<file path="config.mk">
export PLATFORM = sky130hd
export DESIGN_NAME = rx_frame_assembler_flat
export DESIGN_NICKNAME = d
export VERILOG_FILES = /design/src/rtl/rx_frame_assembler_if.sv /design/src/rtl/rx_frame_assembler.sv /design/src/flat_wrapper.sv
export SDC_FILE = /design/constraint.sdc
export NUM_CORES = 1
export LEC_CHECK = 0
export CAP_MARGIN = 20
export CORE_ASPECT_RATIO = 1.2
export CORE_UTILIZATION = 63
export DETAILED_ROUTE_END_ITERATION = 6
export GPL_TIMING_DRIVEN = 0
export PLACE_DENSITY = 0.85
export SLEW_MARGIN = 20
export SYNTH_ARGS = -nofsm -noshare
export SYNTH_HDL_FRONTEND = slang
export SYNTH_SLANG_ARGS = --single-unit
</file>
<file path="constraint.sdc">
create_clock -name clk -period 4.7 [get_ports clk]
set_input_delay 0.47 -clock clk [delete_from_list [all_inputs] [get_ports clk]]
set_output_delay 0.47 -clock clk [all_outputs]
set_load 0.1 [all_outputs]
</file>
<file path="src/rtl/rx_frame_assembler_if.sv">
// Bundles the rx-side strobes and the consumer-side frame read port of rx_frame_assembler.
// The master modport belongs to the side that drives the rx strobes and reads frames; the slave modport belongs to the assembler.
interface rx_frame_assembler_if #(
  parameter int MAX_BYTES = 16,
  parameter int LEN_W     = $clog2(MAX_BYTES + 1)
);
  logic             soc;
  logic             eoc;
  logic [7:0]       data;
  logic [2:0]       data_bits;
  logic             data_valid;
  logic             sequence_error;
  logic             parity_error;
  logic             frame_ack;
  logic [LEN_W-1:0] rd_addr;
  logic [7:0]       rd_data;
  logic             frame_valid;
  logic [LEN_W-1:0] frame_len;
  logic [2:0]       frame_bits;
  logic             err_parity;
  logic             err_sequence;
  logic             err_overflow;
  logic             crc_ok;
  logic             frame_dropped;

  modport master (
    output soc, eoc, data, data_bits, data_valid, sequence_error, parity_error,
    output frame_ack, rd_addr,
    input  rd_data, frame_valid, frame_len, frame_bits,
    input  err_parity, err_sequence, err_overflow, crc_ok, frame_dropped
  );

  modport slave (
    input  soc, eoc, data, data_bits, data_valid, sequence_error, parity_error,
    input  frame_ack, rd_addr,
    output rd_data, frame_valid, frame_len, frame_bits,
    output err_parity, err_sequence, err_overflow, crc_ok, frame_dropped
  );
endinterface

</file>
<file path="src/rtl/rx_frame_assembler.sv">
// Buffers one received frame, tracks its errors and CRC_A residue, and holds it until frame_ack.
// Optional CRC checker: define RX_FRAME_CRC_EN to build it; otherwise crc_ok is tied low.
module rx_frame_assembler #(
  parameter int MAX_BYTES = 16,
  parameter int LEN_W     = $clog2(MAX_BYTES + 1)
) (
  input  logic                 clk,
  input  logic                 rst_n,
  rx_frame_assembler_if.slave  bus
);

  localparam logic [LEN_W-1:0] MAX_LEN = LEN_W'(MAX_BYTES);

  typedef enum logic [1:0] {
    ST_IDLE    = 2'd0,
    ST_RECV    = 2'd1,
    ST_HOLD    = 2'd2,
    ST_DISCARD = 2'd3
  } state_t;

  state_t           state_q, state_d;
  logic [LEN_W-1:0] len_q, len_d;
  logic [2:0]       bits_q, bits_d;
  logic             err_par_q, err_par_d;
  logic             err_seq_q, err_seq_d;
  logic             err_ovf_q, err_ovf_d;
  logic             valid_q, valid_d;
  logic             dropped_q, dropped_d;
  logic             crc_ok_q, crc_ok_d;
  logic [7:0]       buf_q [MAX_BYTES];
  logic [7:0]       buf_d [MAX_BYTES];

  logic             restart_s;
  logic             wr_a_en_s, wr_b_en_s;
  logic [LEN_W-1:0] wr_a_idx_s, wr_b_idx_s;
  logic             crc_good_s;
  logic [7:0]       rd_data_s;

`ifdef RX_FRAME_CRC_EN
  localparam logic [15:0] CRC_INIT = 16'h6363;

  logic [15:0] crc_q, crc_d;

  // Reflected CRC_A step (poly 0x8408), one byte consumed LSB first.
  function automatic logic [15:0] crc_a_update(input logic [15:0] crc_in, input logic [7:0] byte_in);
    logic [15:0] c;
    c = crc_in;
    for (int b = 0; b < 8; b++) begin
      if ((c[0] ^ byte_in[b]) == 1'b1) begin
        c = (c >> 1) ^ 16'h8408;
      end else begin
        c = c >> 1;
      end
    end
    return c;
  endfunction
`endif

  // Next-state, frame bookkeeping and buffer write requests.
  always_comb begin
    state_d    = state_q;
    len_d      = len_q;
    bits_d     = bits_q;
    err_par_d  = err_par_q;
    err_seq_d  = err_seq_q;
    err_ovf_d  = err_ovf_q;
    dropped_d  = 1'b0;
    restart_s  = 1'b0;
    wr_a_en_s  = 1'b0;
    wr_a_idx_s = len_q;
    wr_b_en_s  = 1'b0;
    wr_b_idx_s = len_q;
`ifdef RX_FRAME_CRC_EN
    crc_d      = crc_q;
`endif

    case (state_q)
      ST_IDLE: begin
        if (bus.soc) begin
          restart_s = 1'b1;
        end else begin
          state_d = ST_IDLE;
        end
      end
      ST_RECV: begin
        if (bus.soc) begin
          restart_s = 1'b1;
        end else begin
          // Once a line error is flagged the remaining bytes of the frame are not trusted.
          if (bus.data_valid && !(err_par_q || err_seq_q)) begin
            if (len_q < MAX_LEN) begin
              wr_a_en_s = 1'b1;
              len_d     = len_q + LEN_W'(1);
`ifdef RX_FRAME_CRC_EN
              crc_d     = crc_a_update(crc_q, bus.data);
`endif
            end else begin
              err_ovf_d = 1'b1;
            end
          end else begin
            wr_a_en_s = 1'b0;
          end
          err_par_d = err_par_q | bus.parity_error;
          err_seq_d = err_seq_q | bus.sequence_error;
          if (bus.eoc) begin
            bits_d  = bus.data_bits;
            state_d = ST_HOLD;
            if ((bus.data_bits != 3'd0) && (len_d < MAX_LEN)) begin
              wr_b_en_s  = 1'b1;
              wr_b_idx_s = len_d;
              len_d      = len_d + LEN_W'(1);
            end else begin
              wr_b_en_s = 1'b0;
            end
          end else begin
            state_d = ST_RECV;
          end
        end
      end
      ST_HOLD: begin
        if (bus.frame_ack) begin
          if (bus.soc) begin
            restart_s = 1'b1;
          end else begin
            state_d = ST_IDLE;
          end
        end else if (bus.soc) begin
          state_d   = ST_DISCARD;
          dropped_d = 1'b1;
        end else begin
          state_d = ST_HOLD;
        end
      end
      ST_DISCARD: begin
        if (bus.frame_ack) begin
          state_d = ST_IDLE;
        end else if (bus.eoc) begin
          state_d = ST_HOLD;
        end else begin
          state_d = ST_DISCARD;
        end
      end
      default: begin
        state_d = ST_IDLE;
      end
    endcase

    if (restart_s) begin
      state_d   = ST_RECV;
      len_d     = '0;
      bits_d    = 3'd0;
      err_par_d = 1'b0;
      err_seq_d = 1'b0;
      err_ovf_d = 1'b0;
      wr_a_en_s = 1'b0;
      wr_b_en_s = 1'b0;
`ifdef RX_FRAME_CRC_EN
      crc_d     = CRC_INIT;
`endif
    end else begin
      restart_s = 1'b0;
    end

`ifdef RX_FRAME_CRC_EN
    crc_good_s = (crc_d == 16'h0000) && (bits_d == 3'd0) && (len_d >= LEN_W'(3)) &&
                 !(err_par_d || err_seq_d || err_ovf_d);
`else
    crc_good_s = 1'b0;
`endif

    // The held frame stays valid while a newer frame is being discarded.
    valid_d = (state_d == ST_HOLD) || (state_d == ST_DISCARD);
    if ((state_q == ST_RECV) && (state_d == ST_HOLD)) begin
      crc_ok_d = crc_good_s;
    end else if (valid_d) begin
      crc_ok_d = crc_ok_q;
    end else begin
      crc_ok_d = 1'b0;
    end
  end

  // Buffer next contents: at most one full byte plus one partial byte per cycle.
  always_comb begin
    for (int i = 0; i < MAX_BYTES; i++) begin
      if (wr_a_en_s && (wr_a_idx_s == LEN_W'(i))) begin
        buf_d[i] = bus.data;
      end else if (wr_b_en_s && (wr_b_idx_s == LEN_W'(i))) begin
        buf_d[i] = bus.data;
      end else begin
        buf_d[i] = buf_q[i];
      end
    end
  end

  // Combinational read port; out-of-range addresses read as zero.
  always_comb begin
    rd_data_s = 8'h00;
    for (int i = 0; i < MAX_BYTES; i++) begin
      rd_data_s = (bus.rd_addr == LEN_W'(i)) ? buf_q[i] : rd_data_s;
    end
  end

  // Control and status registers.
  always_ff @(posedge clk or negedge rst_n) begin
    if (!rst_n) begin
      state_q   <= ST_IDLE;
      len_q     <= '0;
      bits_q    <= 3'd0;
      err_par_q <= 1'b0;
      err_seq_q <= 1'b0;
      err_ovf_q <= 1'b0;
      valid_q   <= 1'b0;
      dropped_q <= 1'b0;
      crc_ok_q  <= 1'b0;
    end else begin
      state_q   <= state_d;
      len_q     <= len_d;
      bits_q    <= bits_d;
      err_par_q <= err_par_d;
      err_seq_q <= err_seq_d;
      err_ovf_q <= err_ovf_d;
      valid_q   <= valid_d;
      dropped_q <= dropped_d;
      crc_ok_q  <= crc_ok_d;
    end
  end

`ifdef RX_FRAME_CRC_EN
  // CRC_A accumulator.
  always_ff @(posedge clk or negedge rst_n) begin
    if (!rst_n) begin
      crc_q <= CRC_INIT;
    end else begin
      crc_q <= crc_d;
    end
  end
`endif

  // Frame buffer storage, intentionally without reset.
  always_ff @(posedge clk) begin
    for (int i = 0; i < MAX_BYTES; i++) begin
      buf_q[i] <= buf_d[i];
    end
  end

  assign bus.rd_data       = rd_data_s;
  assign bus.frame_valid   = valid_q;
  assign bus.frame_len     = len_q;
  assign bus.frame_bits    = bits_q;
  assign bus.err_parity    = err_par_q;
  assign bus.err_sequence  = err_seq_q;
  assign bus.err_overflow  = err_ovf_q;
  assign bus.crc_ok        = crc_ok_q;
  assign bus.frame_dropped = dropped_q;

endmodule
</file>
<file path="src/flat_wrapper.sv">
// flat-port wrapper written by rule: the top's interface ports become plain ports
module rx_frame_assembler_flat 
#(
  parameter int MAX_BYTES = 16,
  parameter int LEN_W     = $clog2(MAX_BYTES + 1)
)
  (clk, rst_n, bus_soc, bus_eoc, bus_data, bus_data_bits, bus_data_valid, bus_sequence_error, bus_parity_error, bus_frame_ack, bus_rd_addr, bus_rd_data, bus_frame_valid, bus_frame_len, bus_frame_bits, bus_err_parity, bus_err_sequence, bus_err_overflow, bus_crc_ok, bus_frame_dropped);
  rx_frame_assembler_if #(.MAX_BYTES(MAX_BYTES), .LEN_W(LEN_W)) bus_i ();
  input  logic clk;
  input  logic rst_n;
  input wire logic [$bits(bus_i.soc)-1:0] bus_soc;
  input wire logic [$bits(bus_i.eoc)-1:0] bus_eoc;
  input wire logic [$bits(bus_i.data)-1:0] bus_data;
  input wire logic [$bits(bus_i.data_bits)-1:0] bus_data_bits;
  input wire logic [$bits(bus_i.data_valid)-1:0] bus_data_valid;
  input wire logic [$bits(bus_i.sequence_error)-1:0] bus_sequence_error;
  input wire logic [$bits(bus_i.parity_error)-1:0] bus_parity_error;
  input wire logic [$bits(bus_i.frame_ack)-1:0] bus_frame_ack;
  input wire logic [$bits(bus_i.rd_addr)-1:0] bus_rd_addr;
  output wire logic [$bits(bus_i.rd_data)-1:0] bus_rd_data;
  output wire logic [$bits(bus_i.frame_valid)-1:0] bus_frame_valid;
  output wire logic [$bits(bus_i.frame_len)-1:0] bus_frame_len;
  output wire logic [$bits(bus_i.frame_bits)-1:0] bus_frame_bits;
  output wire logic [$bits(bus_i.err_parity)-1:0] bus_err_parity;
  output wire logic [$bits(bus_i.err_sequence)-1:0] bus_err_sequence;
  output wire logic [$bits(bus_i.err_overflow)-1:0] bus_err_overflow;
  output wire logic [$bits(bus_i.crc_ok)-1:0] bus_crc_ok;
  output wire logic [$bits(bus_i.frame_dropped)-1:0] bus_frame_dropped;
  assign bus_i.soc = bus_soc;
  assign bus_i.eoc = bus_eoc;
  assign bus_i.data = bus_data;
  assign bus_i.data_bits = bus_data_bits;
  assign bus_i.data_valid = bus_data_valid;
  assign bus_i.sequence_error = bus_sequence_error;
  assign bus_i.parity_error = bus_parity_error;
  assign bus_i.frame_ack = bus_frame_ack;
  assign bus_i.rd_addr = bus_rd_addr;
  assign bus_rd_data = bus_i.rd_data;
  assign bus_frame_valid = bus_i.frame_valid;
  assign bus_frame_len = bus_i.frame_len;
  assign bus_frame_bits = bus_i.frame_bits;
  assign bus_err_parity = bus_i.err_parity;
  assign bus_err_sequence = bus_i.err_sequence;
  assign bus_err_overflow = bus_i.err_overflow;
  assign bus_crc_ok = bus_i.crc_ok;
  assign bus_frame_dropped = bus_i.frame_dropped;
  rx_frame_assembler #(.MAX_BYTES(MAX_BYTES), .LEN_W(LEN_W)) u_core (.clk(clk), .rst_n(rst_n), .bus(bus_i));
endmodule
</file>
==> Word-level counts from Yosys, hierarchy flattened <==
Memories as Yosys holds them, arrays and structs flattened.
Index checks and enable logic that the tools add are counted.
{ "word_totals": {"ff_bits": 16, "mem_bits_rw": 128, "in_bits": 24, "n_memories": 1} }
{ "classes": {"n_addsub": 2, "magnitude_cmp": 2, "n_eq_ne": 53, "muxes": 102, "n_bitwise": 2, "n_reduce_logical": 50} }
{ "memory_table": {"columns": ["memory", "depth", "word_bits", "rd", "rd_ports_with_merged_regs", "wr", "line", "source"], "rows": [
  ["u_core.buf_q", 16, 8, 16, 0, 16, "rx_frame_assembler.sv:30", "logic [7:0] buf_q [MAX_BYTES];"]
]} }
{ "ops": {"columns": ["cell", "n"], "rows": [
  ["8-bit two-way mux", 48],
  ["5-bit by 4-bit == test with 1-bit output (second input constant)", 24],
  ["5-bit two-way mux", 13],
  ["5-bit by 3-bit == test with 1-bit output (second input constant)", 12],
  ["1-bit logical AND", 35],
  ["5-bit by 2-bit == test with 1-bit output (second input constant)", 6],
  ["1-bit two-way mux", 29],
  ["5-bit by 1-bit == test with 1-bit output (second input constant)", 3],
  ["5-bit logical NOT", 3],
  ["2-bit two-way mux", 6],
  ["3-bit two-way mux", 4],
  ["5-bit by 1-bit adder with 5-bit output (second input constant)", 2],
  ["5-bit less-than comparator (second input constant)", 2],
  ["2-bit == test (second input constant)", 4],
  ["2-bit case mux with 4 select lines", 1],
  ["2-bit nonzero test", 3],
  ["2-bit != test (second input constant)", 2],
  ["4-bit AND reduction", 1],
  ["3-bit AND reduction", 1],
  ["3-bit nonzero test", 1],
  ["2-bit by 1-bit == test with 1-bit output (second input constant)", 1],
  ["2-bit logical NOT", 1],
  ["1-bit logical OR", 2],
  ["2-bit by 1-bit != test with 1-bit output (second input constant)", 1],
  ["other kinds (5)", 6]
]} }

==> Longest topological paths before layout <==
{ "depth": {"ltp_word": 17, "mapped_depth": 9} }

==> Least setup slack after synthesis <==
OpenSTA, ideal clock, no wires.
{ "synth_path": {"kind": "input to output", "from": "in bus_rd_addr[1]", "to": "out bus_rd_data[2]", "t_arrival_ns": 3.739, "t_required_ns": 4.230, "setup_slack_ns": 0.491, "stages": 7, "path_buffers": 3, "path_cell_list": "clkbuf_1 > clkbuf_1 > clkbuf_1 > o21ai_0 > o21ai_0 > a221oi_1 > o21ai_0"} }
{ "synth_via": {"elab_chain_cells": 17} }
{ "synth_rtl": {"columns": ["element", "line", "source"], "rows": [
  ["from (decl)", "flat_wrapper.sv:19", "input wire logic [$bits(bus_i.rd_addr)-1:0] bus_rd_addr;"],
  ["5-bit logical NOT", "rx_frame_assembler.sv:199", "rd_data_s = (bus.rd_addr == LEN_W'(i)) ? buf_q[i] : rd_data_s;"],
  ["8-bit two-way mux (15 in series)", "rx_frame_assembler.sv:199", null],
  ["8-bit two-way mux *", "rx_frame_assembler.sv:199", null],
  ["to (decl)", "flat_wrapper.sv:20", "output wire logic [$bits(bus_i.rd_data)-1:0] bus_rd_data;"]
]} }
Mark *: on every way between the ends. The rest lies on a longest branch, timed or not.

==> Worst setup path in the final report <==
{ "layout_path": {"from": "in bus_rd_addr[0]", "to": "out bus_rd_data[0]"} }
Same word-level chain as after synthesis.

==> summary.md <==
| Metric | Value |
|---|---|
| Post-Synth XOR/XNOR Area | less than 1% |
| Post-DP HPWL | roughly 12,000 um |
| Max-cap violation count | 0 |
| Layout area overhead | 18.7% |
| Fill cells | ~600 |
| DR pass1 iterations | 6 |
| Combinational Power Share | between 15 and 20% |
| Reg2reg start | u_core.bus.frame_len[1]$_DFFE_PN0P_ |
| Slew Limit Fails | 0 |
| Total CTS buffers | 17 |
| Rows | 40 |
| Setup TNS | 0 ps |
| Root buffer cell | clkbuf_16 |
| Multi-input logic area | just over 2000 um2 |
| Top Family by Delay on Critical Path | buffers and inverters |
| Post-synthesis mux area share | ~4.8% |
| Full die area | approximately 11,000 um2 |
| Antenna Nets Post-Route | 0 |
| Initial antenna violation count | 0 |
| Clk sinks | around 140 |
| Pre-CTS WS | -338 ps |
| Hold Fails Final Rpt | 0 |
| Synth Area in Adders | less than 1% |
| Final worst path period need | 4570 ps |
| Final period util | 97.2% |
| CP Buf/Inv Count | 5 |
| GPL Wtd Cong | 0.908 |
| Ant. Diodes | 0 |
| Share of cells above drive strength 1 | 11.7% |
| Post-Syn Nets | about 500 |
| FF+latch count, synth | 143 |
| Pint | between 2 and 2.5 mW |
| Pin count of the biggest net entering global routing | 17 |
| Crit-path slowest cell | clkdlybuf4s15_2 |
| Post-layout util | between 70% and 80% |
| All-Layer GR Usage | between 30% and 40% |
| DRT iter0 DRCs | ~730 |
| Synth Area in Simple Gates | 11.0% |
| Post-Layout Cell Count | just under 700 |
| Post-synth ARST share | about a tenth |
| RSZ-0062 raised after global routing | no |
| Synth cell types | 67 |
| Critical Path AT | 4100 ps |
| Vias in the first global route | between 4,000 and 5,000 |
| Largest family of logic cells by synthesized area | compound AO/OA/AOI/OAI gates |
| Max FO, Critical Path | 10 |
| Ys Warns | 0 |
| Drt wl/cell | 25.9 um |
| Switching share of total power | between 20 and 30% |
| # DRC | 0 |
| Number of synthesized flops with an enable pin | roughly 130 |
| Critical path launch point type | input pin |
| Critical-path cell list | clkdlybuf4s50_1, buf_1, clkbuf_1, clkbuf_1, nand3_1, o32ai_1, nor2_1, o21ai_0, clkdlybuf4s15_2 |
| Leak pwr | ~2.7 nW |
| Synth Flop Type | edfxtp_1 |
| Psw | about 0.96 mW |
| Final #Nets | between 500 and 600 |
| Commonest non-fill, non-tap cell in the layout | edfxtp_1 |
| Dpl cells | between 600 and 700 |
| Core area | 9960 um2 |
| Fmax achieved | ~0.22 GHz |
| Later-pin clock latency in the skew report | 420 ps |
| Post-DR vias/cell | around 7 |
| Die height | around 110 um |
| I/O Pins | 46 |
| Setup WS post-layout | between 100 and 150 ps |
| Part of the Yosys area used for sequential elements | 65.7% |
| GRT Residual Overflow | 0 |
| Routed WL | 17,800 um |
| Worst clock skew | ~8 ps |
| H-tree level count | 4 |
| Crit path top cell by count | clkbuf_1 |
| First-pass GRT wire length | approximately 27,000 um |
| Clock power share | approximately 39% |
| VDD IR max | approximately 0.00028 V |
| Post-Syn Instances | ~490 |
| Min Hold Slack | 468 ps |
| Crit Path Class | in2out |
| Hold Path Class | in2async |
| Most frequent cells in the layout | 128 x edfxtp_1, 34 x clkdlybuf4s50_1, 30 x nand2_1 |
| CP required | roughly 4200 ps |
| Longest Clk Path Bufs | 2 |
| Synth Area in Compound Gates | between 10 and 15% |
| Die W | 94.2 um |
| Worst-margin pin slew | between 900 and 1000 ps |
| Setup violations, final | 0 |
| Worst path max stage delay | approximately 610 ps |
| Sequential power share | 44.5% |
| Slew margin rel. | about 34% |
| Crit path from | bus_rd_addr[0] |
| Syn_area_per_cell | 13.2 um2 |
| Clock-pin slew on the worst setup and hold paths | approximately 60 ps |
| Total number of vias | 4,900 |
| Number of port buffers | 42 |
| FF/Latch Area | between 4000 and 5000 um2 |
| P per Cell Area | roughly 430 nW/um2 |
| TritonCTS clock tree | done |
| Synth Cell Area | 6420 um2 |
| Status | finished clean |
| Starting Density | between 60% and 70% |
| CP endpoint kind | primary output |
-- logic make-up (layout without fill, tap and decap cells) --
logic type / count (synthesis) / after routing
compound gates: 135 / 135
buf+inv: 42 / 120
other cells: 1 / 1
simple gates: 131 / 131
flops: 143 / 143
fa+ha+maj: 5 / 5
mux: 25 / 25
xor+xnor: 3 / 3
-- power groups by stage --
stage          Combinational [mW]  Clock, mW  Sequential (mW)
6_report                    0.520       1.28             1.44
5_1_grt                     0.543       1.32             1.45
4_1_cts                     0.511       1.27             1.44
3_5_place_dp                0.509          0             1.47
3_3_place_gp                0.488          0             1.47
2_1_floorplan               0.268          0             1.55
-- cell usage after synthesis, drive strengths merged, types with 2 or more instances --
master / count / area share, %
a2111oi: 3 / 0.41
a211oi: 5 / 0.58
a21o: 2 / 0.23
a21oi: 24 / 1.9
a221o: 2 / 0.31
a22o: 13 / 1.8
a22oi: 5 / 0.58
a31oi: 4 / 0.39
a32oi: 3 / 0.41
and2: 4 / 0.43
and3: 9 / 0.88
buf: 8 / 0.58
clkbuf: 19 / 1.1
dfrtp: 15 / 5.8
edfxtp: 128 / 60
ha: 5 / 0.97
inv: 14 / 0.82
mux2: 6 / 1.1
mux2i: 15 / 2.3
mux4: 4 / 1.4
nand2: 30 / 1.8
nand2b: 6 / 0.58
nand3: 9 / 0.70
nand4: 5 / 0.49
nor2: 30 / 1.9
nor2b: 9 / 0.88
nor3: 9 / 0.95
nor3b: 4 / 0.55
nor4: 3 / 0.29
nor4b: 2 / 0.37
o211ai: 6 / 0.70
o21a: 2 / 0.23
o21ai: 25 / 1.9
o221ai: 2 / 0.27
o22ai: 16 / 1.6
o2bb2ai: 4 / 0.55
o32ai: 4 / 0.55
o41ai: 4 / 0.55
or3: 4 / 0.39
or4: 3 / 0.35
xnor2: 2 / 0.27
-- registers in the layout (all words and copies together), names as in the netlist --
name and flops:
u_core.bus.frame_valid 1, u_core.bus.frame_dropped 1, u_core.buf_q 128, u_core.bus.err_sequence 1, u_core.state_q 2, u_core.bus.frame_len 5, u_core.bus.err_parity 1, u_core.bus.frame_bits 3
u_core.bus.err_overflow 1
-- stage by stage --
stage / area, um2 / power [mW]
finish: 7620 / 3.24
global route: 7620 / 3.32
CTS: 7620 / 3.23
detailed placement: 7050 / 1.98
global placement: 7000 / 1.96
floorplan: 6420 / 1.81
-- worst reg2reg max path, delay by kind of cell (launching register included) --
family          cells  cell delay (ps)
compound gates      2              930
simple gates        3             1060
flops               1              490
buf+inv             1              310
fa+ha+maj           1              350
-- per-layer routing --
metal,global-route usage [%],routed length (um)
met1,43.5,6280
met4,23.3,1160
met2,56.2,8700
met5,0,0
met3,9.49,1690
-- layout make-up --
class	count	share of cell area (%)
buffer	27	1.43
clock buffer	19	6.09
clock inverter	13	1.38
inverter	15	0.739
multi-input combinational	300	27.1
sequential	143	55.4
tap	126	2.07
timing repair buffer	46	5.83
-- final timing paths --
check / to / slack, ps / depth (start not counted)
max in group asynchronous: u_core.bus.frame_len[1]$_DFFE_PN0P_ / 3790 / 1
worst min-delay path: u_core.state_q[0]$_DFF_PN0_ / 470 / 1
worst min register to register: u_core.bus.frame_dropped$_DFF_PN0_ / 520 / 1
worst max register to register: u_core.buf_q[0][32]$_DFFE_PP_ / 1200 / 7
min in group clk: u_core.bus.frame_dropped$_DFF_PN0_ / 520 / 1
worst max-delay path: bus_rd_data[0] / 130 / 9
-- timing repair --
action,in CTS,in global routing
setup buffers,0,0
gates resized for setup,7,9
cloned,0,0
hold buffers,0,0
setup endpoints to repair,3,7
Note: power is estimated with default switching activity, not from simulation.
